### src/rtl/seq_restoring_divider_pkg.sv
// Shared definitions for the sequential restoring divider: default width,
// FSM state encoding and the step-counter width helper.
package seq_restoring_divider_pkg;

   localparam int DIV_N = 16;

   typedef enum logic [1:0] {
      IDLE = 2'd0,
      RUN  = 2'd1,
      DONE = 2'd2
   } div_state_e;

   // One extra bit so the counter can represent N itself without wrapping.
   function automatic int step_cnt_width(input int n);
      return $clog2(n) + 1;
   endfunction

endpackage

### src/rtl/seq_restoring_divider_if.sv
// Start/busy/done request-and-result bundle of the divider; the requester
// uses the master modport and the divider the slave modport.
interface seq_restoring_divider_if
   import seq_restoring_divider_pkg::*;
#(
   parameter int N = DIV_N
);

   logic           start;
   logic [2*N-1:0] dividend;
   logic [N-1:0]   divisor;
   logic           busy;
   logic           done;
   logic [N-1:0]   quotient;
   logic [N-1:0]   remainder;
   logic           overflow;
   logic           div_by_zero;

   modport master (
      output start, dividend, divisor,
      input  busy, done, quotient, remainder, overflow, div_by_zero
   );

   modport slave (
      input  start, dividend, divisor,
      output busy, done, quotient, remainder, overflow, div_by_zero
   );

endinterface

### src/rtl/adder_subtractor.sv
// Ripple-carry adder/subtractor; with sign=1 it computes a - b and cout=1
// means no borrow occurred (a >= b as unsigned values).
module adder_subtractor #(
   parameter int W = 17
) (
   input  logic [W-1:0] a,
   input  logic [W-1:0] b,
   input  logic         sign,
   output logic [W-1:0] sum,
   output logic         cout
);

   logic [W-1:0] b_eff;
   logic [W:0]   carry;

   // Subtraction is a + ~b + 1: invert b and feed sign in as the carry.
   always_comb begin
      b_eff    = b ^ {W{sign}};
      carry    = '0;
      carry[0] = sign;
      sum      = '0;
      for (int i = 0; i < W; i++) begin
         sum[i]     = a[i] ^ b_eff[i] ^ carry[i];
         carry[i+1] = (a[i] & b_eff[i]) | (carry[i] & (a[i] ^ b_eff[i]));
      end
      cout = carry[W];
   end

endmodule

### src/rtl/divider_step.sv
// One combinational restoring-division step: shift the next dividend bit
// into the partial remainder and subtract the divisor if it fits.
module divider_step
   import seq_restoring_divider_pkg::*;
#(
   parameter int N = DIV_N
) (
   input  logic [N:0]   rem_in,
   input  logic [N-1:0] divisor,
   input  logic         bit_in,
   output logic [N:0]   rem_out,
   output logic         q_bit
);

   logic [N:0] shifted;
   logic [N:0] diff;
   logic       no_borrow;
   logic       unused_rem_msb;

   // The partial remainder stays below the divisor, so its top bit is always
   // zero on entry and is shifted out.
   assign shifted        = {rem_in[N-1:0], bit_in};
   assign unused_rem_msb = rem_in[N];

   adder_subtractor #(
      .W (N + 1)
   ) u_sub (
      .a    (shifted),
      .b    ({1'b0, divisor}),
      .sign (1'b1),
      .sum  (diff),
      .cout (no_borrow)
   );

   assign q_bit   = no_borrow;
   assign rem_out = no_borrow ? diff : shifted;

endmodule

### src/rtl/seq_restoring_divider.sv
// Sequential restoring divider: 2N-bit dividend / N-bit divisor, one quotient
// bit per clock, with an up-front overflow / divide-by-zero short cut.
module seq_restoring_divider
   import seq_restoring_divider_pkg::*;
#(
   parameter int N = DIV_N
) (
   input logic                    clk,
   input logic                    rst,
   seq_restoring_divider_if.slave bus
);

   localparam int             CW        = step_cnt_width(N);
   localparam logic [CW-1:0]  LAST_STEP = CW'(N - 1);

   div_state_e    state;
   div_state_e    state_next;

   logic [CW-1:0] step_cnt;
   logic [N:0]    part_rem;
   logic [N-1:0]  low_q;
   logic [N-1:0]  div_reg;

   logic [N-1:0]  quotient_r;
   logic [N-1:0]  remainder_r;
   logic          overflow_r;
   logic          dz_r;

   logic [N:0]    step_rem;
   logic          step_bit;
   logic [N-1:0]  shifted_q;
   logic          ovf_cmp;
   logic [N:0]    cmp_diff_unused;
   logic          accept;
   logic          last_step;

   // The quotient fits in N bits only if the upper dividend half is below the
   // divisor; a zero divisor always fails this compare.
   adder_subtractor #(
      .W (N + 1)
   ) u_cmp (
      .a    ({1'b0, bus.dividend[2*N-1:N]}),
      .b    ({1'b0, bus.divisor}),
      .sign (1'b1),
      .sum  (cmp_diff_unused),
      .cout (ovf_cmp)
   );

   divider_step #(
      .N (N)
   ) u_step (
      .rem_in  (part_rem),
      .divisor (div_reg),
      .bit_in  (low_q[N-1]),
      .rem_out (step_rem),
      .q_bit   (step_bit)
   );

   assign accept    = (state == IDLE) && bus.start;
   assign last_step = (state == RUN) && (step_cnt == LAST_STEP);
   assign shifted_q = {low_q[N-2:0], step_bit};

   always_ff @(posedge clk or posedge rst) begin
      if (rst) begin
         state <= IDLE;
      end else begin
         state <= state_next;
      end
   end

   always_comb begin
      state_next = state;
      case (state)
         IDLE: begin
            if (bus.start) begin
               state_next = ovf_cmp ? DONE : RUN;
            end
         end
         RUN: begin
            if (step_cnt == LAST_STEP) begin
               state_next = DONE;
            end
         end
         DONE:    state_next = IDLE;
         default: state_next = IDLE;
      endcase
   end

   // Results are cleared on acceptance and otherwise held, so they stay valid
   // after the done pulse until the next request is taken.
   always_ff @(posedge clk or posedge rst) begin
      if (rst) begin
         step_cnt    <= '0;
         part_rem    <= '0;
         low_q       <= '0;
         div_reg     <= '0;
         quotient_r  <= '0;
         remainder_r <= '0;
         overflow_r  <= 1'b0;
         dz_r        <= 1'b0;
      end else if (accept) begin
         div_reg     <= bus.divisor;
         part_rem    <= {1'b0, bus.dividend[2*N-1:N]};
         low_q       <= bus.dividend[N-1:0];
         step_cnt    <= '0;
         quotient_r  <= ovf_cmp ? '1 : '0;
         remainder_r <= '0;
         overflow_r  <= ovf_cmp;
         dz_r        <= (bus.divisor == '0);
      end else if (state == RUN) begin
         part_rem <= step_rem;
         low_q    <= shifted_q;
         step_cnt <= step_cnt + CW'(1);
         if (last_step) begin
            quotient_r  <= shifted_q;
            remainder_r <= step_rem[N-1:0];
         end
      end
   end

   assign bus.busy        = (state != IDLE);
   assign bus.done        = (state == DONE);
   assign bus.quotient    = quotient_r;
   assign bus.remainder   = remainder_r;
   assign bus.overflow    = overflow_r;
   assign bus.div_by_zero = dz_r;

endmodule

### src/flat_wrapper.sv
// flat-port wrapper written by rule: the top's interface ports become plain ports
module seq_restoring_divider_flat import seq_restoring_divider_pkg::*;
#(
   parameter int N = DIV_N
)
  (clk, rst, bus_start, bus_dividend, bus_divisor, bus_busy, bus_done, bus_quotient, bus_remainder, bus_overflow, bus_div_by_zero);
  seq_restoring_divider_if #(.N(N)) bus_i ();
  input logic clk;
  input logic rst;
  input wire logic [$bits(bus_i.start)-1:0] bus_start;
  input wire logic [$bits(bus_i.dividend)-1:0] bus_dividend;
  input wire logic [$bits(bus_i.divisor)-1:0] bus_divisor;
  output wire logic [$bits(bus_i.busy)-1:0] bus_busy;
  output wire logic [$bits(bus_i.done)-1:0] bus_done;
  output wire logic [$bits(bus_i.quotient)-1:0] bus_quotient;
  output wire logic [$bits(bus_i.remainder)-1:0] bus_remainder;
  output wire logic [$bits(bus_i.overflow)-1:0] bus_overflow;
  output wire logic [$bits(bus_i.div_by_zero)-1:0] bus_div_by_zero;
  assign bus_i.start = bus_start;
  assign bus_i.dividend = bus_dividend;
  assign bus_i.divisor = bus_divisor;
  assign bus_busy = bus_i.busy;
  assign bus_done = bus_i.done;
  assign bus_quotient = bus_i.quotient;
  assign bus_remainder = bus_i.remainder;
  assign bus_overflow = bus_i.overflow;
  assign bus_div_by_zero = bus_i.div_by_zero;
  seq_restoring_divider #(.N(N)) u_core (.clk(clk), .rst(rst), .bus(bus_i));
endmodule
### config.mk
export PLATFORM = sky130hd
export DESIGN_NAME = seq_restoring_divider_flat
export DESIGN_NICKNAME = d
export VERILOG_FILES = /design/src/rtl/seq_restoring_divider_pkg.sv /design/src/rtl/seq_restoring_divider_if.sv /design/src/rtl/adder_subtractor.sv /design/src/rtl/divider_step.sv /design/src/rtl/seq_restoring_divider.sv /design/src/flat_wrapper.sv
export SDC_FILE = /design/constraint.sdc
export NUM_CORES = 1
export LEC_CHECK = 0
export CORE_ASPECT_RATIO = 1.1
export CORE_MARGIN = 4
export CORE_UTILIZATION = 47
export DETAILED_ROUTE_END_ITERATION = 10
export GPL_TIMING_DRIVEN = 0
export PLACE_DENSITY = 0.81
export SLEW_MARGIN = 20
export SYNTH_ARGS = -nofsm -noshare
export SYNTH_HDL_FRONTEND = slang
export SYNTH_SLANG_ARGS = --single-unit
### constraint.sdc
create_clock -name clk -period 7.95 [get_ports clk]
set_input_delay 2.385 -clock clk [delete_from_list [all_inputs] [get_ports clk]]
set_output_delay 2.385 -clock clk [all_outputs]
set_load 0.05 [all_outputs]
Word-level counts from Yosys, hierarchy flattened
Index checks and enable logic that the tools add are counted.
- bits of input ports: 51
- register bits: 89
- bits in writable memories: 0
- ROM bits: 0
- output and inout port bits: 36
- memories: 0
- bits in latches: 0
- word-level logic and storage cells: 191
- reduce and logical (&&, ||, !) cells: 9
- shift-type cells: 0
- add/subtract/negate cells: 1
- mux-type cells: 18
- equality and inequality tests: 5
- bitwise operators: 149
- multiply operators: 0
- magnitude comparators: 0
- divide/modulo/power cells: 0
- operators with widths (kind ; number):
    2-to-1 mux 16 bit ; 12
    bitwise AND 1 bit ; 65
    bitwise XOR 1 bit ; 48
    inverter 16 -> 17 bit ; 2
    OR 1 bit ; 33
    logical NOT 16 bit ; 1
    2-to-1 mux 5 bit ; 2
    2-to-1 mux 2 bit ; 3
    nonzero test 2 bit ; 3
    adder 5 x 1 -> 5 bit (second input constant) ; 1
    == test 5 x 4 -> 1 bit (second input constant) ; 1
    case mux 2 bit (2 select lines) ; 1
    AND reduction 2 bit ; 2
    == test 2 x 1 -> 1 bit (second input constant) ; 1
    == test 2 bit (second input constant) ; 1
    logical AND 1 bit ; 2
    logical NOT 2 bit ; 1
    inequality test 2 x 1 -> 1 bit (second input constant) ; 1
    inequality test 2 bit (second input constant) ; 1
    inverter 1 bit ; 1

Depth between registers and ports, before layout
Gate-level depths: netlist of the first run.
- depth after elaboration: 39
- depth in mapped cells: 28
- mapped depth without buffers: 26

Cells and area by module
Synthesis of the first run repeated with hierarchy kept, for this count alone.
- cells, all modules: 527
- area, all modules: 5280.1 um^2
- by module, submodules not included (module ; instances ; area an instance (um^2) ; sequential area each (um^2) ; cells an instance):
    seq_restoring_divider ; 1 ; 3751.1 ; 2252.2 ; 372
    adder_subtractor (u_core.u_step.u_sub) ; 1 ; 634.4 ; 0.0 ; 67
    adder_subtractor (u_core.u_cmp) ; 1 ; 626.9 ; 0.0 ; 67
    divider_step ; 1 ; 267.8 ; 0.0 ; 21

Worst setup path before layout of the first run
No wires, ideal clock.
- path kind: reg-to-reg
- from: register u_core.low_q[15]
- to: register u_core.part_rem[8]
- library setup time: 0.134 ns
- data arrival time: 7.902 ns
- path buffers: 2
- period minus slack after synthesis: 8.036 ns
- data required time: 7.816 ns
- setup slack: -0.086 ns
- stages on the path, launching flop included: 29
- path through: dfrtp_1 > inv_1 > ha_1 > inv_1 > fa_1 > fa_1 > fa_1 > fa_1 > fa_1 > fa_1 > fa_1 > fa_1 > fa_1 > fa_1 > fa_1 > fa_1 > inv_1 > fa_1 > inv_1 > fa_1 > inv_1 > fa_1 > nor2b_1 > buf_2 > buf_2 > mux2i_1 > nor2_1 > a21oi_1 > o21ai_0
- word-level cells in the longest chain between the ends: 37
- elaborated cells on any way between the ends: 39
- classes of those cells: mux: 3; bitwise: 36
- RTL lines (element ; RTL line ; RTL):
    from (decl) ; seq_restoring_divider.sv:21 ; logic [N-1:0] low_q;
    from (signal assigned) ; seq_restoring_divider.sv:104 ; low_q <= bus.dividend[N-1:0];
    from (signal assigned) ; seq_restoring_divider.sv:112 ; low_q <= shifted_q;
    bitwise AND 1 bit or bitwise XOR 1 bit (tied branches) ; adder_subtractor.sv:24 ; carry[i+1] = (a[i] & b_eff[i]) | (carry[i] & (a[i] ^ b_eff[i]));
    OR 1 bit (*) ; adder_subtractor.sv:24 ;
    bitwise AND 1 bit (*) ; adder_subtractor.sv:24 ;
    OR 1 bit (*) ; adder_subtractor.sv:24 ;
    bitwise AND 1 bit (*) ; adder_subtractor.sv:24 ;
    OR 1 bit (*) ; adder_subtractor.sv:24 ;
    bitwise AND 1 bit (*) ; adder_subtractor.sv:24 ;
    OR 1 bit (*) ; adder_subtractor.sv:24 ;
    [21 not listed] ; - ;
    OR 1 bit ; adder_subtractor.sv:24 ;
    bitwise AND 1 bit ; adder_subtractor.sv:24 ;
    OR 1 bit ; adder_subtractor.sv:24 ;
    bitwise AND 1 bit ; adder_subtractor.sv:24 ;
    OR 1 bit ; adder_subtractor.sv:24 ;
    2-to-1 mux 16 bit (*) ; divider_step.sv:36 ; assign rem_out = no_borrow ? diff : shifted;
    2-to-1 mux 16 bit (*) ; seq_restoring_divider.sv:110 ; end else if (state == RUN) begin
    2-to-1 mux 16 bit (*) ; seq_restoring_divider.sv:101 ; end else if (accept) begin
    to (signal assigned) ; seq_restoring_divider.sv:103 ; part_rem <= {1'b0, bus.dividend[2*N-1:N]};
    to (signal assigned) ; seq_restoring_divider.sv:111 ; part_rem <= step_rem;
    to (decl) ; seq_restoring_divider.sv:20 ; logic [N:0] part_rem;
Every way passes the cells marked *; elsewhere a longest branch is shown, timed or not. The select of a mux whose other input is x is not followed.
A chain may end at the register's enable or synchronous reset.

Worst setup path in the final report of the first run
- from: register u_core.low_q[15]
- to: register u_core.part_rem[10]
- word-level cells in the longest chain between the ends: 37
- elaborated cells on any way between the ends: 39
- classes of those cells: mux: 3; bitwise: 36
- RTL lines (element ; RTL line):
    bitwise AND 1 bit or bitwise XOR 1 bit (tied branches) ; adder_subtractor.sv:24
    OR 1 bit (*) ; adder_subtractor.sv:24
    bitwise AND 1 bit (*) ; adder_subtractor.sv:24
    OR 1 bit (*) ; adder_subtractor.sv:24
    bitwise AND 1 bit (*) ; adder_subtractor.sv:24
    OR 1 bit (*) ; adder_subtractor.sv:24
    bitwise AND 1 bit (*) ; adder_subtractor.sv:24
    OR 1 bit (*) ; adder_subtractor.sv:24
    [21 not listed] ; -
    OR 1 bit ; adder_subtractor.sv:24
    bitwise AND 1 bit ; adder_subtractor.sv:24
    OR 1 bit ; adder_subtractor.sv:24
    bitwise AND 1 bit ; adder_subtractor.sv:24
    OR 1 bit ; adder_subtractor.sv:24
    2-to-1 mux 16 bit (*) ; divider_step.sv:36
    2-to-1 mux 16 bit (*) ; seq_restoring_divider.sv:110
    2-to-1 mux 16 bit (*) ; seq_restoring_divider.sv:101
Marks and branches as above.

==> impl_metrics.py, run 1 <==
metrics = {
    "floorplan": {
        "core_sq_mm": 0.00944,
        "die-area_sq_mm": 0.0114,
        "die_y_microns": 112,
        "ios": 87,
        "start_util": 0.487,
        "dieWidth_microns": 102,
        "num_rows": 37,
    },
    "setup_path": {
        "cp_max_fo": 5,
        "cp_slowest_cell": "fa_1",
        "cp_slowest_stage_delay_ps": 440,
        "crit_path_end_kind": "flop",
        "critPathLaunchType": "flop",
        "path_class": "flop to flop",
        "critPathRequiredTime_ps": 8180,
        "cp.arrival_ps": 7970,
        "cpMostUsedCell": "fa_2",
    },
    "routing": {
        "wirelength_mm": 12.5,
        "antenna_left": 0,
        "vias": 4005,
        "firstDrtPassIters": 5,
        "first_iter_violations": 306,
        "wire_per_inst_microns": 17.9,
        "drc": 0,
        "post_drt_via_cell_ratio": 5.72,
    },
    "final_layout": {
        "syn_to_final_growth_pct": 29.0,
        "nets": 663,
        "final_cells": 700,
        "n_antenna_cell": 0,
        "drive_above_1_share": 0.0892,
    },
    "cts": {
        "cts_root_buf": "clkbuf_8",
        "numCtsBuffers": 9,
        "htreeDepth": 3,
        "cts_num_sinks": 89,
        "cts_tree": "built",
        "clock_path_buffers": 2,
        "clk_pin_slew_worst_paths_ps": 90,
        "clk_latency_ps": 360,
    },
    "sta": {
        "fin_setup_tns_ps": 0,
        "min_period_ps": 7740,
        "slew_headroom": 0.605,
        "drv_slew": 0,
        "post-route-period-util": 0.973,
        "setup_viol": 0,
        "finClkSkew_ps": 11.7,
        "max_freq_mhz": 129,
        "setup_slack_ps": 213,
        "hold_viol": 0,
        "tightestPinTransition_ps": 593,
    },
    "synth": {
        "netlist_area_sq_mm": 0.00460,
        "synth_sequential_area_ratio": 0.484,
        "syn_inst": 478,
        "synth.top_cell.area_share": 0.484,
        "synthTopCellsByCount": "89 x dfrtp_1, 81 x nand2_1, 38 x inv_1",
        "async_reset_ff_frac": 1.00,
        "yosysMostFrequentCell": "dfrtp_1",
        "synth_edf_count": 0,
        "synth_cell_types": 38,
        "syn_avg_cell_area_sq_um": 9.63,
        "syn_nets": 562,
        "yosysWarnings": 0,
        "synth-seq-cells": 89,
        "yosys-top-cells-area": "dfrtp_1 48%, nand2_1 6.6%, fa_1 6.5%",
        "ys.flop_type": "dfrtp_1",
        "synth_top_cell_by_area": "dfrtp_1",
    },
    "global_route": {
        "grt_pass1_vias": 4116,
        "use_met1": 0.297,
        "gr-usage-met3": 0.0388,
        "antenna_found_initial": 0,
        "globalRouteMet2Util": 0.346,
        "grtUsageTotal": 0.220,
        "grt_start_max_net_pins": 53,
        "grt_pass1_wl_mm": 19.9,
        "grt.overflow.total": 0,
        "busiest_layer": "met2",
    },
    "place": {
        "gp_congestion": 0.910,
        "place_hpwl_mm": 9.13,
        "dp_slack_ps": -592,
        "portBuffers": 86,
        "post-place-cells": 682,
    },
    "worst_hold_path": {
        "hp-class": "flop to flop",
    },
    "flow_run": {
        "maxCapViolations": 0,
    },
    "status": {
        "status": "completed",
    },
    "power": {
        "power_density_mw_per_mm2": 467,
        "ir_worst_vdd_mv": 0.221,
        "total_leakage_power_uw": 0.00267,
    },
}
[worst max-delay path: cells and delay by family (launching register included)]
family	cells	cell delay, ps
flip-flops	1	380
adder cells (fa/ha/maj)	16	5860
multiplexers	1	250
AND/OR/NAND/NOR	2	230
AO/OA/AOI/OAI	2	220
buffers and inverters	7	670
[cells by family (layout without fill, tap and decap cells)]
family | Yosys count | count (layout) | synth area share
AO/OA/AOI/OAI | 106 | 106 | 0.161
buffers and inverters | 68 | 173 | 0.0590
multiplexers | 9 | 9 | 0.0196
adder cells (fa/ha/maj) | 33 | 33 | 0.114
flip-flops | 89 | 89 | 0.484
AND/OR/NAND/NOR | 173 | 173 | 0.162
[path summary, 6_finish.rpt]
kind	startpoint	end	slack, ps	cells after the start
worst min-delay path	u_core.bus.remainder[13]$_DFFE_PP0P_	u_core.bus.remainder[13]$_DFFE_PP0P_	490	2
worst max register to register	u_core.low_q[15]$_DFFE_PP0P_	u_core.part_rem[10]$_DFFE_PP0P_	210	28
max in group asynchronous	rst	u_core.part_rem[14]$_DFFE_PP0P_	4920	3
worst max-delay path	u_core.low_q[15]$_DFFE_PP0P_	u_core.part_rem[10]$_DFFE_PP0P_	210	28
min in group asynchronous	rst	u_core.bus.quotient[13]$_DFFE_PP0P_	2400	2
worst min register to register	u_core.bus.remainder[13]$_DFFE_PP0P_	u_core.bus.remainder[13]$_DFFE_PP0P_	490	2
[layout by cell type (no fill, tap or decap), types with 8 or more instances in the layout]
| master | Yosys | layout |
|---|---|---|
| o21ai_0 | 32 | 32 |
| dfrtp_1 | 89 | 89 |
| a21oi_1 | 15 | 15 |
| a22oi_1 | 14 | 14 |
| o31ai_1 | 9 | 9 |
| clkbuf_1 | 22 | 22 |
| clkbuf_8 | 0 | 10 |
| inv_1 | 38 | 37 |
| nand2_1 | 81 | 81 |
| clkdlybuf4s50_1 | 0 | 86 |
| ha_1 | 18 | 18 |
| fa_2 | 0 | 12 |
| and3_1 | 8 | 8 |
| nor3_1 | 30 | 30 |
| nor2_1 | 37 | 37 |
[repair_timing]
action,CTS,global route
buffers inserted,1,2
hold buffers,0,0
pin swaps,0,2
setup endpoints to repair,34,21
endpoints found under the hold margin,0,0
cloned,0,0
gates resized for setup,14,10
[stage by stage]
step                cell area (sq um)  utilization  power (uW)  hold WS [ps]
floorplan                        4610            -        1840           449
global placement                 5620        0.595        2230           465
detailed placement               5650        0.598        2310           471
CTS                              5890        0.623        2670           491
global route                     5940        0.629        2980           528
finish                           5940        0.629        2780           489
[metal layers]
layer / up-vias / part of all wire
li1: 1828 / -
met1: 1964 / 0.42
met2: 187 / 0.48
met3: 26 / 0.078
met4: 0 / 0.020
met5: - / 0
[cell type report]
class	count	area (sq um)
multi-input combinational	321	2180
tap	117	146
buffer	30	150
fill	772	3500
timing repair buffer	90	911
inverter	38	145
clock buffer	10	138
clock inverter	5	40.0
sequential	89	2230
[power by group]
| part | total, uW | switching (uW) | internal, uW | leakage (uW) |
|---|---|---|---|---|
| registers | 812 | 150 | 662 | 0.00111 |
| logic | 1680 | 1010 | 669 | 0.00148 |
| clock network | 288 | 166 | 123 | 0.0000814 |
| total | 2780 | 1320 | 1450 | 0.00267 |
(Power assumes the default switching activity.)
==> run 2: changes to the inputs <==
--- a/config.mk
+++ b/config.mk
@@ -7,10 +7,11 @@
 export LEC_CHECK = 0
 export CORE_ASPECT_RATIO = 1.1
 export CORE_MARGIN = 4
-export CORE_UTILIZATION = 47
+export CORE_UTILIZATION = 45
 export DETAILED_ROUTE_END_ITERATION = 10
 export GPL_TIMING_DRIVEN = 0
-export PLACE_DENSITY = 0.81
+export HOLD_SLACK_MARGIN = 0.1
+export PLACE_DENSITY = 0.78
 export SLEW_MARGIN = 20
 export SYNTH_ARGS = -nofsm -noshare
 export SYNTH_HDL_FRONTEND = slang
==> run 2 against run 1 <==
Net effect:
- total power rose by 3.7%
- flip-flop and latch count stayed put
- global-route usage down 0.94 points
- critical path depth unchanged
- combinational power about the same
- worst setup slack got worse by 39 ps
- clock-buffer cell count down 1
- highest routed layer unchanged
- fmax shrank 0.50%
==> impl_metrics.py, run 2 (synthesized netlist as in run 1, its figures left out) <==
metrics = {
    "status": {
        "status": "completed",
    },
    "setup_path": {
        "cp_max_fo": 10,
        "reg2reg_to": "u_core.part_rem[8]$_DFFE_PP0P_",
        "crit_path_end_kind": "flop",
        "ff2ff_path_depth": 28,
        "cp.arrival_ps": 8000,
        "critPathRequiredTime_ps": 8170,
        "r2r-start": "u_core.low_q[15]$_DFFE_PP0P_",
        "cp_slowest_stage_delay_ps": 430,
        "cpMostUsedCell": "fa_2",
        "regToRegSetupSlack_ps": 170,
        "path_class": "flop to flop",
        "cp_slowest_cell": "fa_1",
        "critPathLaunchType": "flop",
    },
    "floorplan": {
        "num_rows": 38,
        "ios": 87,
        "core_sq_mm": 0.00994,
        "dieWidth_microns": 104,
        "die_y_microns": 114,
        "start_util": 0.463,
        "die-area_sq_mm": 0.0119,
    },
    "final_layout": {
        "mostFrequentLayoutCells": "89 x dfrtp_1, 86 x clkdlybuf4s50_1, 81 x nand2_1, 37 x nor2_1, 37 x inv_1",
        "final_common_cell": "dfrtp_1",
        "final_cells": 704,
        "drive_above_1_share": 0.0925,
        "nets": 663,
        "syn_to_final_growth_pct": 30.6,
        "fin_area_sq_mm": 0.00601,
        "n_antenna_cell": 0,
    },
    "routing": {
        "wire_per_inst_microns": 18.2,
        "post_drt_via_cell_ratio": 5.67,
        "firstDrtPassIters": 7,
        "wirelength_mm": 12.8,
        "drc": 0,
        "vias": 3991,
        "antenna_left": 0,
        "first_iter_violations": 303,
    },
    "place": {
        "place_hpwl_mm": 9.23,
        "placed_cell_area_sq_mm": 0.00565,
        "portBuffers": 86,
        "gp_congestion": 0.883,
        "post-place-cells": 685,
    },
    "sta": {
        "setup_viol": 0,
        "tightestPinTransition_ps": 614,
        "slew_headroom": 0.590,
        "max_freq_mhz": 129,
        "finClkSkew_ps": 14.6,
        "min_period_ps": 7780,
        "post-route-period-util": 0.978,
        "drv_slew": 0,
        "hold_viol": 0,
    },
    "power": {
        "power_density_mw_per_mm2": 479,
        "total_leakage_power_uw": 0.00270,
        "power_uw": 2880,
        "ir_worst_vdd_mv": 0.181,
    },
    "flow_run": {
        "maxCapViolations": 0,
    },
    "cts": {
        "cts_num_sinks": 89,
        "clk_latency_ps": 360,
        "htreeDepth": 3,
        "clock_path_buffers": 2,
        "cts_root_buf": "clkbuf_8",
        "numCtsBuffers": 9,
        "clk_pin_slew_worst_paths_ps": 100,
        "cts_tree": "built",
    },
    "global_route": {
        "grt.overflow.total": 0,
        "grt_pass1_vias": 4038,
        "grtUsageTotal": 0.211,
        "antenna_found_initial": 0,
        "grt_start_max_net_pins": 54,
        "grt_pass1_wl_mm": 19.9,
    },
    "worst_hold_path": {
        "hp-class": "flop to flop",
        "worstHoldPathCells": 2,
        "worstHoldStart": "u_core.bus.remainder[14]$_DFFE_PP0P_",
        "whs_endpoint": "u_core.bus.remainder[14]$_DFFE_PP0P_",
    },
}
[run 2: cell types whose count changed in the layout (fill, tap and decap cells not counted), sizes merged]
cell      change
inv           +1
clkbuf        -1
clkinvlp      -2
bufinv        +2
clkinv        +1
[run 2: metal layers]
layer | track usage | share of wire | routed length (microns)
met1 | 0.269 | 0.40 | 5190
met2 | 0.360 | 0.49 | 6310
met3 | 0.0406 | 0.080 | 1020
met4 | 0.0771 | 0.022 | 286
met5 | 0 | 0 | 0
[run 2: worst max path at each step]
stage / startpoint / endpoint / slack, ps
after global placement: u_core.low_q[15]$_DFFE_PP0P_ / u_core.part_rem[8]$_DFFE_PP0P_ / -460
after detailed placement: u_core.low_q[15]$_DFFE_PP0P_ / u_core.part_rem[8]$_DFFE_PP0P_ / -620
after floorplan: u_core.low_q[15]$_DFFE_PP0P_ / u_core.part_rem[8]$_DFFE_PP0P_ / 30
after global routing: u_core.low_q[15]$_DFFE_PP0P_ / u_core.part_rem[6]$_DFFE_PP0P_ / -50
final: u_core.low_q[15]$_DFFE_PP0P_ / u_core.part_rem[8]$_DFFE_PP0P_ / 170
after CTS: u_core.low_q[15]$_DFFE_PP0P_ / u_core.part_rem[8]$_DFFE_PP0P_ / 10
[run 2: critical path, delay by kind of cell, from the launching register on]
family | cells | cell delay, ps
fa+ha+maj | 16 | 5770
buf+inv | 7 | 710
flops | 1 | 420
mux | 1 | 260
simple gates | 2 | 220
compound gates | 2 | 220
[run 2: final cells by class]
cell class | instances | area [sq um]
buffer | 30 | 146
clock buffer | 9 | 124
clock inverter | 7 | 98.8
fill | 828 | 3930
inverter | 38 | 145
multi-input combinational | 321 | 2200
sequential | 89 | 2230
tap | 120 | 150
timing repair buffer | 90 | 923
[run 2: timing repair]
| action | CTS | global route |
|---|---|---|
| hold buffers | 0 | 0 |
| gates resized for setup | 13 | 13 |
| buffers inserted | 1 | 2 |
| endpoints found under the setup margin | 34 | 30 |
| pin swaps | 0 | 3 |
[run 2: report_power, final]
part	internal, uW	switching [uW]	total (uW)
combinational	694	1020	1710
clock	180	173	353
sequential	662	151	812
total	1540	1340	2880
[run 2: per-stage QoR]
stage,setup slack [ps],setup TNS [ps],util,hold WS [ps]
floorplan,28.6,0,-,449
global placement,-456,-6360,0.566,466
detailed placement,-620,-11470,0.569,470
CTS,10.0,0,0.598,490
global route,-52.2,-217,0.605,524
finish,174,0,0.605,488
==> run 3: changes to the inputs <==
--- a/config.mk
+++ b/config.mk
@@ -5,9 +5,10 @@
 export SDC_FILE = /design/constraint.sdc
 export NUM_CORES = 1
 export LEC_CHECK = 0
-export CORE_ASPECT_RATIO = 1.1
+export ABC_CLOCK_PERIOD_IN_PS = 7950
 export CORE_MARGIN = 4
 export CORE_UTILIZATION = 45
+export CTS_CLUSTER_DIAMETER = 50
 export DETAILED_ROUTE_END_ITERATION = 10
 export GPL_TIMING_DRIVEN = 0
 export HOLD_SLACK_MARGIN = 0.1
==> run 3 against run 2 <==
Net effect:
- hold slack improved by 8.4 ps
- sequential share of layout area shrank 0.28 points
- via count down 0.23%
- critical path depth is the same
- core utilization is 0.90 points higher
- flip-flop and latch count stayed put
- critical path type unchanged
- largest power group unchanged
- highest routed layer unchanged
==> impl_metrics.py, run 3 (synthesized netlist as in run 1, its figures left out) <==
metrics = {
    "status": {
        "status": "completed",
    },
    "final_layout": {
        "final_common_cell": "dfrtp_1",
        "multi_input_comb_area_sq_mm": 0.00219,
        "n_antenna_cell": 0,
        "drive_above_1_share": 0.0937,
        "final_util": 0.614,
        "syn_to_final_growth_pct": 31.6,
        "nets": 666,
        "seq_area_sq_mm": 0.00223,
        "mostFrequentLayoutCells": "89 x dfrtp_1, 86 x clkdlybuf4s50_1, 81 x nand2_1, 37 x nor2_1, 37 x inv_1",
        "nFillCells": 796,
    },
    "cts": {
        "cts_root_buf": "clkbuf_8",
        "clk_latency_ps": 370,
        "cts_hold_buf": 0,
        "cts_num_sinks": 89,
        "numCtsBuffers": 9,
        "clk_pin_slew_worst_paths_ps": 90,
        "htreeDepth": 3,
        "cts_tree": "built",
        "clock_path_buffers": 2,
    },
    "power": {
        "power_density_mw_per_mm2": 479,
        "p_sw_uw": 1340,
        "p_comb_frac": 0.589,
        "p_int_uw": 1570,
        "clockPowerShare": 0.132,
        "pwr-share-seq": 0.279,
        "power_uw": 2900,
        "p_sw_frac": 0.461,
        "total_leakage_power_uw": 0.00272,
        "ir_worst_vdd_mv": 0.306,
    },
    "floorplan": {
        "core_sq_mm": 0.00986,
        "die-area_sq_mm": 0.0119,
        "num_rows": 36,
        "ios": 87,
        "dieWidth_microns": 109,
        "die_y_microns": 109,
        "start_util": 0.467,
    },
    "global_route": {
        "grt.overflow.total": 0,
        "grt_pass1_vias": 4088,
        "grtUsageTotal": 0.222,
        "grt_start_max_net_pins": 48,
        "antenna_found_initial": 0,
        "grt_pass1_wl_mm": 20.3,
    },
    "routing": {
        "first_iter_violations": 283,
        "drc": 0,
        "wire_per_inst_microns": 17.4,
        "antenna_left": 0,
        "vias": 3982,
        "firstDrtPassIters": 5,
        "post_drt_via_cell_ratio": 5.53,
        "wirelength_mm": 12.6,
    },
    "setup_path": {
        "cp_slowest_cell": "fa_1",
        "crit_path_end_kind": "flop",
        "critPathLaunchType": "flop",
        "cpMostUsedCell": "fa_2",
        "critPathRequiredTime_ps": 8180,
        "cp.arrival_ps": 8000,
        "cp_max_fo": 6,
        "path_class": "flop to flop",
        "cp_slowest_stage_delay_ps": 440,
    },
    "sta": {
        "slew_headroom": 0.616,
        "setup_slack_ps": 180,
        "fin_setup_tns_ps": 0,
        "drv_slew": 0,
        "post-route-period-util": 0.977,
        "max_freq_mhz": 129,
        "finClkSkew_ps": 13.1,
        "tightestPinTransition_ps": 576,
        "min_period_ps": 7770,
        "hold_viol": 0,
        "setup_viol": 0,
    },
    "worst_hold_path": {
        "hp-class": "flop to flop",
    },
    "place": {
        "gp_congestion": 0.913,
        "portBuffers": 86,
        "dp_slack_ps": -580,
        "place_hpwl_mm": 9.30,
    },
    "flow_run": {
        "maxCapViolations": 0,
    },
}
-- run 3: cell types whose count changed in the layout (fill, tap and decap cells not counted), sizes merged --
cell | previous run | this run
buf | 12 | 15
bufinv | 2 | 3
clkinv | 1 | 0
clkinvlp | 1 | 2
inv | 41 | 40
-- run 3: layout make-up --
class / instances / area share
Sequential cell: 89 / 0.368
Multi-Input combinational cell: 321 / 0.361
Inverter: 38 / 0.0240
Buffer: 30 / 0.0242
Tap cell: 133 / 0.0275
Clock inverter: 7 / 0.0207
Clock buffer: 9 / 0.0205
Timing Repair Buffer: 93 / 0.154
-- run 3: power groups by stage --
stage                     Sequential, uW  Combinational, uW  Clock [uW]
after floorplan                      999                841           0
after global placement               796               1440           0
after detailed placement             805               1510           0
after CTS                            802               1640         388
after global routing                 833               1870         407
final                                810               1710         384
-- run 3: worst max-delay path: cells and delay by family, from the launching register on --
kind                     cells  cell delay (ps)
AO/OA/AOI/OAI                2              250
adder cells (fa/ha/maj)     16             5740
buffers and inverters        7              750
flip-flops                   1              390
multiplexers                 1              250
AND/OR/NAND/NOR              2              260
-- run 3: final timing paths --
path / start / end / slack [ps] / depth (start not counted)
hold reg to reg: u_core.bus.div_by_zero$_DFFE_PP0P_ / u_core.bus.div_by_zero$_DFFE_PP0P_ / 500 / 2
min in group asynchronous: rst / u_core.bus.quotient[7]$_DFFE_PP0P_ / 2420 / 2
setup / recovery: u_core.low_q[15]$_DFFE_PP0P_ / u_core.part_rem[6]$_DFFE_PP0P_ / 180 / 28
hold / removal: u_core.bus.div_by_zero$_DFFE_PP0P_ / u_core.bus.div_by_zero$_DFFE_PP0P_ / 500 / 2
setup reg to reg: u_core.low_q[15]$_DFFE_PP0P_ / u_core.part_rem[6]$_DFFE_PP0P_ / 180 / 28
max in group asynchronous: rst / u_core.part_rem[14]$_DFFE_PP0P_ / 4920 / 3
-- run 3: metal layers --
metal	up-vias	track usage	wire (microns)
li1	1840	-	-
met1	1937	0.300	5290
met2	177	0.355	6070
met3	28	0.0337	870
met4	0	0.101	331
met5	-	0	0
-- run 3: metrics by stage --
step           hold WS (ps)  instance area [sq um]  std cells
5_1_grt                 531                   6060        720
3_3_place_gp            466                   5640        697
4_1_cts                 503                   6020        718
2_1_floorplan           449                   4610        478
3_5_place_dp            484                   5670        698
6_report                497                   6060        720
-- run 3: what timing repair did --
| item | CTS | global route |
|---|---|---|
| gates resized for setup | 17 | 7 |
| buffers inserted | 4 | 2 |
| cloned | 0 | 0 |
| pin swaps | 0 | 3 |
| endpoints found under the setup margin | 34 | 25 |
==> edit 1, RTL diff (flow settings as in run 1) <==
`DIV_N`: 16 -> 32.
--- a/src/rtl/seq_restoring_divider_pkg.sv
+++ b/src/rtl/seq_restoring_divider_pkg.sv
@@ -2,7 +2,7 @@
 // FSM state encoding and the step-counter width helper.
 package seq_restoring_divider_pkg;
 
-   localparam int DIV_N = 16;
+   localparam int DIV_N = 32;
 
    typedef enum logic [1:0] {
       IDLE = 2'd0,
Interface: changed (resized bus_dividend, bus_divisor, bus_quotient and bus_remainder); port bits go from 87 to 167. The function was not compared with the original's and may differ.
==> edit 1 against run 1 <==
  * The run now ends with negative setup slack left
  * Power grew 94%
  * First-iteration DRC count grew 67%
  * Wire length grew 110%
  * Final area grew 100%
  * Sequential cell count grew 81
  * Sequential share of layout area shrank 2.1 points
  * Synthesized area grew 94%
  * Worst setup slack lost 5100 ps
  * Via count grew 93%
  * Count of clock-buffer cells in the layout grew 8
  * Worst hold slack gained 1.7 ps
  * Largest power group unchanged
==> edit 1: results (changes against run 1) <==
[run_status] result of the run finished with violations [was completed]
[run_status] violated checks negative setup slack
[setup_path] startpoint of the most critical register-to-register path u_core.low_q[31] [was u_core.low_q[15]]
[pwr] register share of total power 27.5% [was 29.2%]
[hold_path] Endpoint, Worst Hold u_core.div_reg[0] [was u_core.bus.remainder[13]]
[cts] TritonCTS Buffers 17 [was 9]
[place] sum of net half-perimeters after detailed placement 18.9 mm [was 9.13 mm]
[setup_path] length in cells of the worst reg-to-reg path 43 [was 28]
[layout] Layout fillers 1455 [was 772]
[layout] layout cell share with drive strength beyond 1 13.7% [was 8.92%]
[sta] Max Clock Skew 7.75 ps [was 11.7 ps]
[grt] via count of the first global-routing pass 7961 [was 4116]
[grt] wire length of the first global-routing pass 41.0 mm [was 19.9 mm]
[logic_synthesis] largest cells by area after synthesis sky130_fd_sc_hd__dfrtp_1, sky130_fd_sc_hd__nand2_1, sky130_fd_sc_hd__fa_1 [unchanged]
[place] Post-Place Worst Slack -5200 ps [was -592 ps]
[logic_synthesis] share of the yosys chip area belonging to registers 47.7% [was 48.4%]
[grt] aggregate global-route resource usage 23.9% [was 22.0%]
[layout] NumNets Final 1258 [was 663]
[logic_synthesis] Synth Net Count 1065 [was 562]
[pwr] peak supply drop 0.000269 V [was 0.000221 V]
[pwr] clk pwr 0.000853 W [was 0.000288 W]
[sta] Final setup violation count 66 [was 0]
[cts] clk slew on worst S/H paths 60 ps [was 90 ps]
[place] final RePlAce weighted congestion 0.914 [was 0.910]
[logic_synthesis] number of library cell types mapped by synthesis 43 [was 38]
[sta] final worst-path setup slack -4910 ps [was 213 ps]
[place] number of port buffers 166 [was 86]
[cts] clock network latency to the later pin of the worst-skew pair 430 ps [was 360 ps]
[grt] pin count of the biggest net entering global routing 64 [was 53]
[detailed_routing] Detailed Route Iter0 Violations 512 [was 306]
[logic_synthesis] top post-synthesis cells by count sky130_fd_sc_hd__nand2_1, sky130_fd_sc_hd__dfrtp_1, sky130_fd_sc_hd__inv_1 [was sky130_fd_sc_hd__dfrtp_1, sky130_fd_sc_hd__nand2_1, sky130_fd_sc_hd__inv_1]
[sta] Max-slew headroom 40.0% [was 60.5%]
==> edit 1: final cells by class <==
class / count / area share [%]
repair buffers: 174 / 14.9
clock buffers: 18 / 3.57
flip-flops and latches: 170 / 35.4
well taps: 243 / 2.53
multi-input cells: 600 / 36.9
inverters: 69 / 2.22
plain buffers: 63 / 3.10
clock inverters: 14 / 1.44
==> edit 1: layer usage <==
layer  global-route usage, %  part of all wire, %  wire length [um]  vias up
met5                       0                    0                 0        -
met4                    9.04                  2.8               710        0
met3                    6.03                  7.9              2030       60
met2                    39.8                   50             12800      338
met1                    30.2                   40             10300     3801
li1                        -                    -                 -     3535
==> edit 1: kinds of logic after synthesis <==
family,Yosys count,synth area share (%)
AND/OR/NAND/NOR,303,14.5
adder cells (fa/ha/maj),64,11.6
buffers and inverters,132,5.91
AO/OA/AOI/OAI,233,20.4
flip-flops,170,47.7
==> edit 1: worst max-delay path by stage <==
stage / start / endpoint / slack (ps) / cells after the start
after global routing: u_core.low_q[31] / u_core.part_rem[15] / -5160 / 43
after detailed placement: u_core.low_q[31] / u_core.bus.remainder[0] / -5200 / 42
after CTS: u_core.low_q[31] / u_core.part_rem[15] / -4980 / 43
after global placement: u_core.low_q[31] / u_core.bus.remainder[0] / -5130 / 42
final: u_core.low_q[31] / u_core.part_rem[15] / -4910 / 43
after floorplan: u_core.low_q[31] / u_core.part_rem[1] / -4620 / 43
==> edit 1: through the flow <==
step,area [um2],cells,TNS [ps]
global route,12000,1351,-336850
global placement,11100,1311,-568480
detailed placement,11200,1313,-336860
CTS,11900,1349,-325590
floorplan,9130,902,-302170
finish,12000,1351,-319950
==> edit 1: what timing repair did <==
item / CTS / global route
buffers inserted: 3 / 0
gates cloned: 1 / 2
endpoints found under the setup margin: 66 / 66
resized for setup: 14 / 32
pin swaps: 31 / 14
==> edit 2, RTL diff (settings of run 1) <==
Without the edit above. The 3 states of `div_state_e` get a one-hot encoding in 3 bits.
--- a/src/rtl/seq_restoring_divider_pkg.sv
+++ b/src/rtl/seq_restoring_divider_pkg.sv
@@ -4,10 +4,10 @@
 
    localparam int DIV_N = 16;
 
-   typedef enum logic [1:0] {
-      IDLE = 2'd0,
-      RUN  = 2'd1,
-      DONE = 2'd2
+   typedef enum logic [2:0] {
+      IDLE = 3'b001,
+      RUN  = 3'b010,
+      DONE = 3'b100
    } div_state_e;
 
    // One extra bit so the counter can represent N itself without wrapping.
Behaviour: no difference found for any inputs over 10 cycles, from zero or initial values and one cycle with rst high; not proved beyond that.
==> edit 2 against run 1 <==
  * Worst setup slack gained 54 ps
  * Power down 6.0%
  * Sequential power shrank 2.8%
  * Sequential share of layout area is essentially flat
  * Wire length fell by 0.90%
  * Final area up 1.2%
  * Sequential cell count increased by 1
  * Synthesized area up 0.76%
  * Largest power group unchanged
==> edit 2: results (changes against run 1) <==
[logic_synthesis] synthesized area per cell 9.56 um2 [was 9.63 um2]
[layout] layout cell share with drive strength beyond 1 8.45% [was 8.92%]
[logic_synthesis] Synth Net Count 569 [was 562]
[pwr] power of the combinational group 0.00145 W [was 0.00168 W]
[setup_path] largest stage delay on the critical path 420 ps [was 440 ps]
[detailed_routing] wire per inst 17.5 um [was 17.9 um]
[pwr] register share of total power 30.2% [was 29.2%]
[grt] aggregate global-route resource usage 22.3% [was 22.0%]
[grt] wire length of the first global-routing pass 20.0 mm [was 19.9 mm]
[detailed_routing] length of routed wiring on met1 5.06 mm [was 5.22 mm]
[detailed_routing] Routed Wire Length 12.4 mm [was 12.5 mm]
[setup_path] Crit-path slowest cell sky130_fd_sc_hd__fa_2 [was sky130_fd_sc_hd__fa_1]
[place] sum of net half-perimeters after detailed placement 9.00 mm [was 9.13 mm]
[logic_synthesis] number of library cell types mapped by synthesis 40 [was 38]
[setup_path] Reg2Reg Setup Slack 270 ps [was 210 ps]
[run_status] result of the run completed [unchanged]
[layout] NumNets Final 671 [was 663]
[logic_synthesis] share of the yosys chip area belonging to registers 48.6% [was 48.4%]
[logic_synthesis] top post-synthesis cells by count sky130_fd_sc_hd__dfrtp_1, sky130_fd_sc_hd__nand2_1, sky130_fd_sc_hd__nor2_1 [was sky130_fd_sc_hd__dfrtp_1, sky130_fd_sc_hd__nand2_1, sky130_fd_sc_hd__inv_1]
[hold_path] startpoint of the worst hold path u_core.bus.remainder[9] [was u_core.bus.remainder[13]]
[pwr] peak supply drop 0.000173 V [was 0.000221 V]
[place] Post-Place Worst Slack -591 ps [was -592 ps]
[place] final RePlAce weighted congestion 0.886 [was 0.910]
[sta] Max Clock Skew 9.26 ps [was 11.7 ps]
[grt] GRT met3 Usage 2.55% [was 3.88%]
[layout] Layout fillers 747 [was 772]
## edit 2: logic make-up (layout without fill, tap and decap cells)
group / after synthesis / after routing / share of synthesized area (%)
and+or+nand+nor: 179 / 179 / 16.4
DFF: 90 / 90 / 48.6
xor gates and xnor gates: 3 / 3 / 0.567
muxes: 6 / 6 / 1.29
buffers and inverters: 68 / 175 / 5.77
adders and majority gates: 33 / 33 / 11.3
AOI/OAI and AO/OA: 106 / 106 / 16.1
## edit 2: repair_timing
action / in CTS / in global routing
setup buffers: 2 / 2
gates cloned: 0 / 0
setup endpoints to repair: 34 / 30
resized for setup: 12 / 6
pin swaps: 0 / 2
## edit 2: worst max path at each step
stage                           from  cells after the start                 end  slack [ps]
floorplan           u_core.low_q[15]                     28  u_core.part_rem[8]          10
global placement    u_core.low_q[15]                     28  u_core.part_rem[8]        -550
detailed placement  u_core.low_q[15]                     28  u_core.part_rem[8]        -590
CTS                 u_core.low_q[15]                     28  u_core.part_rem[8]        0.02
global route        u_core.low_q[15]                     28  u_core.part_rem[8]         -20
finish              u_core.low_q[15]                     28  u_core.part_rem[8]         270
## edit 2: area by class of cell
class,count,area [um2],area share [%]
Clock inverter,5,103,1.71
Multi-Input combinational cell,327,2170,36.0
Timing Repair Buffer,91,918,15.3
Inverter,37,141,2.35
Buffer,31,153,2.54
Clock buffer,11,131,2.18
Sequential cell,90,2250,37.5
Tap cell,117,146,2.43
## edit 2: metrics by stage
stage | area (um2) | total power, W | hold slack [ps] | TNS, ps
final | 6010 | 0.00261 | 493 | 0
after global routing | 6010 | 0.00279 | 535 | -47.3
after CTS | 5980 | 0.00254 | 499 | 0
after detailed placement | 5690 | 0.00209 | 478 | -8860
after global placement | 5660 | 0.00203 | 464 | -8740
after floorplan | 4650 | 0.00169 | 450 | 0
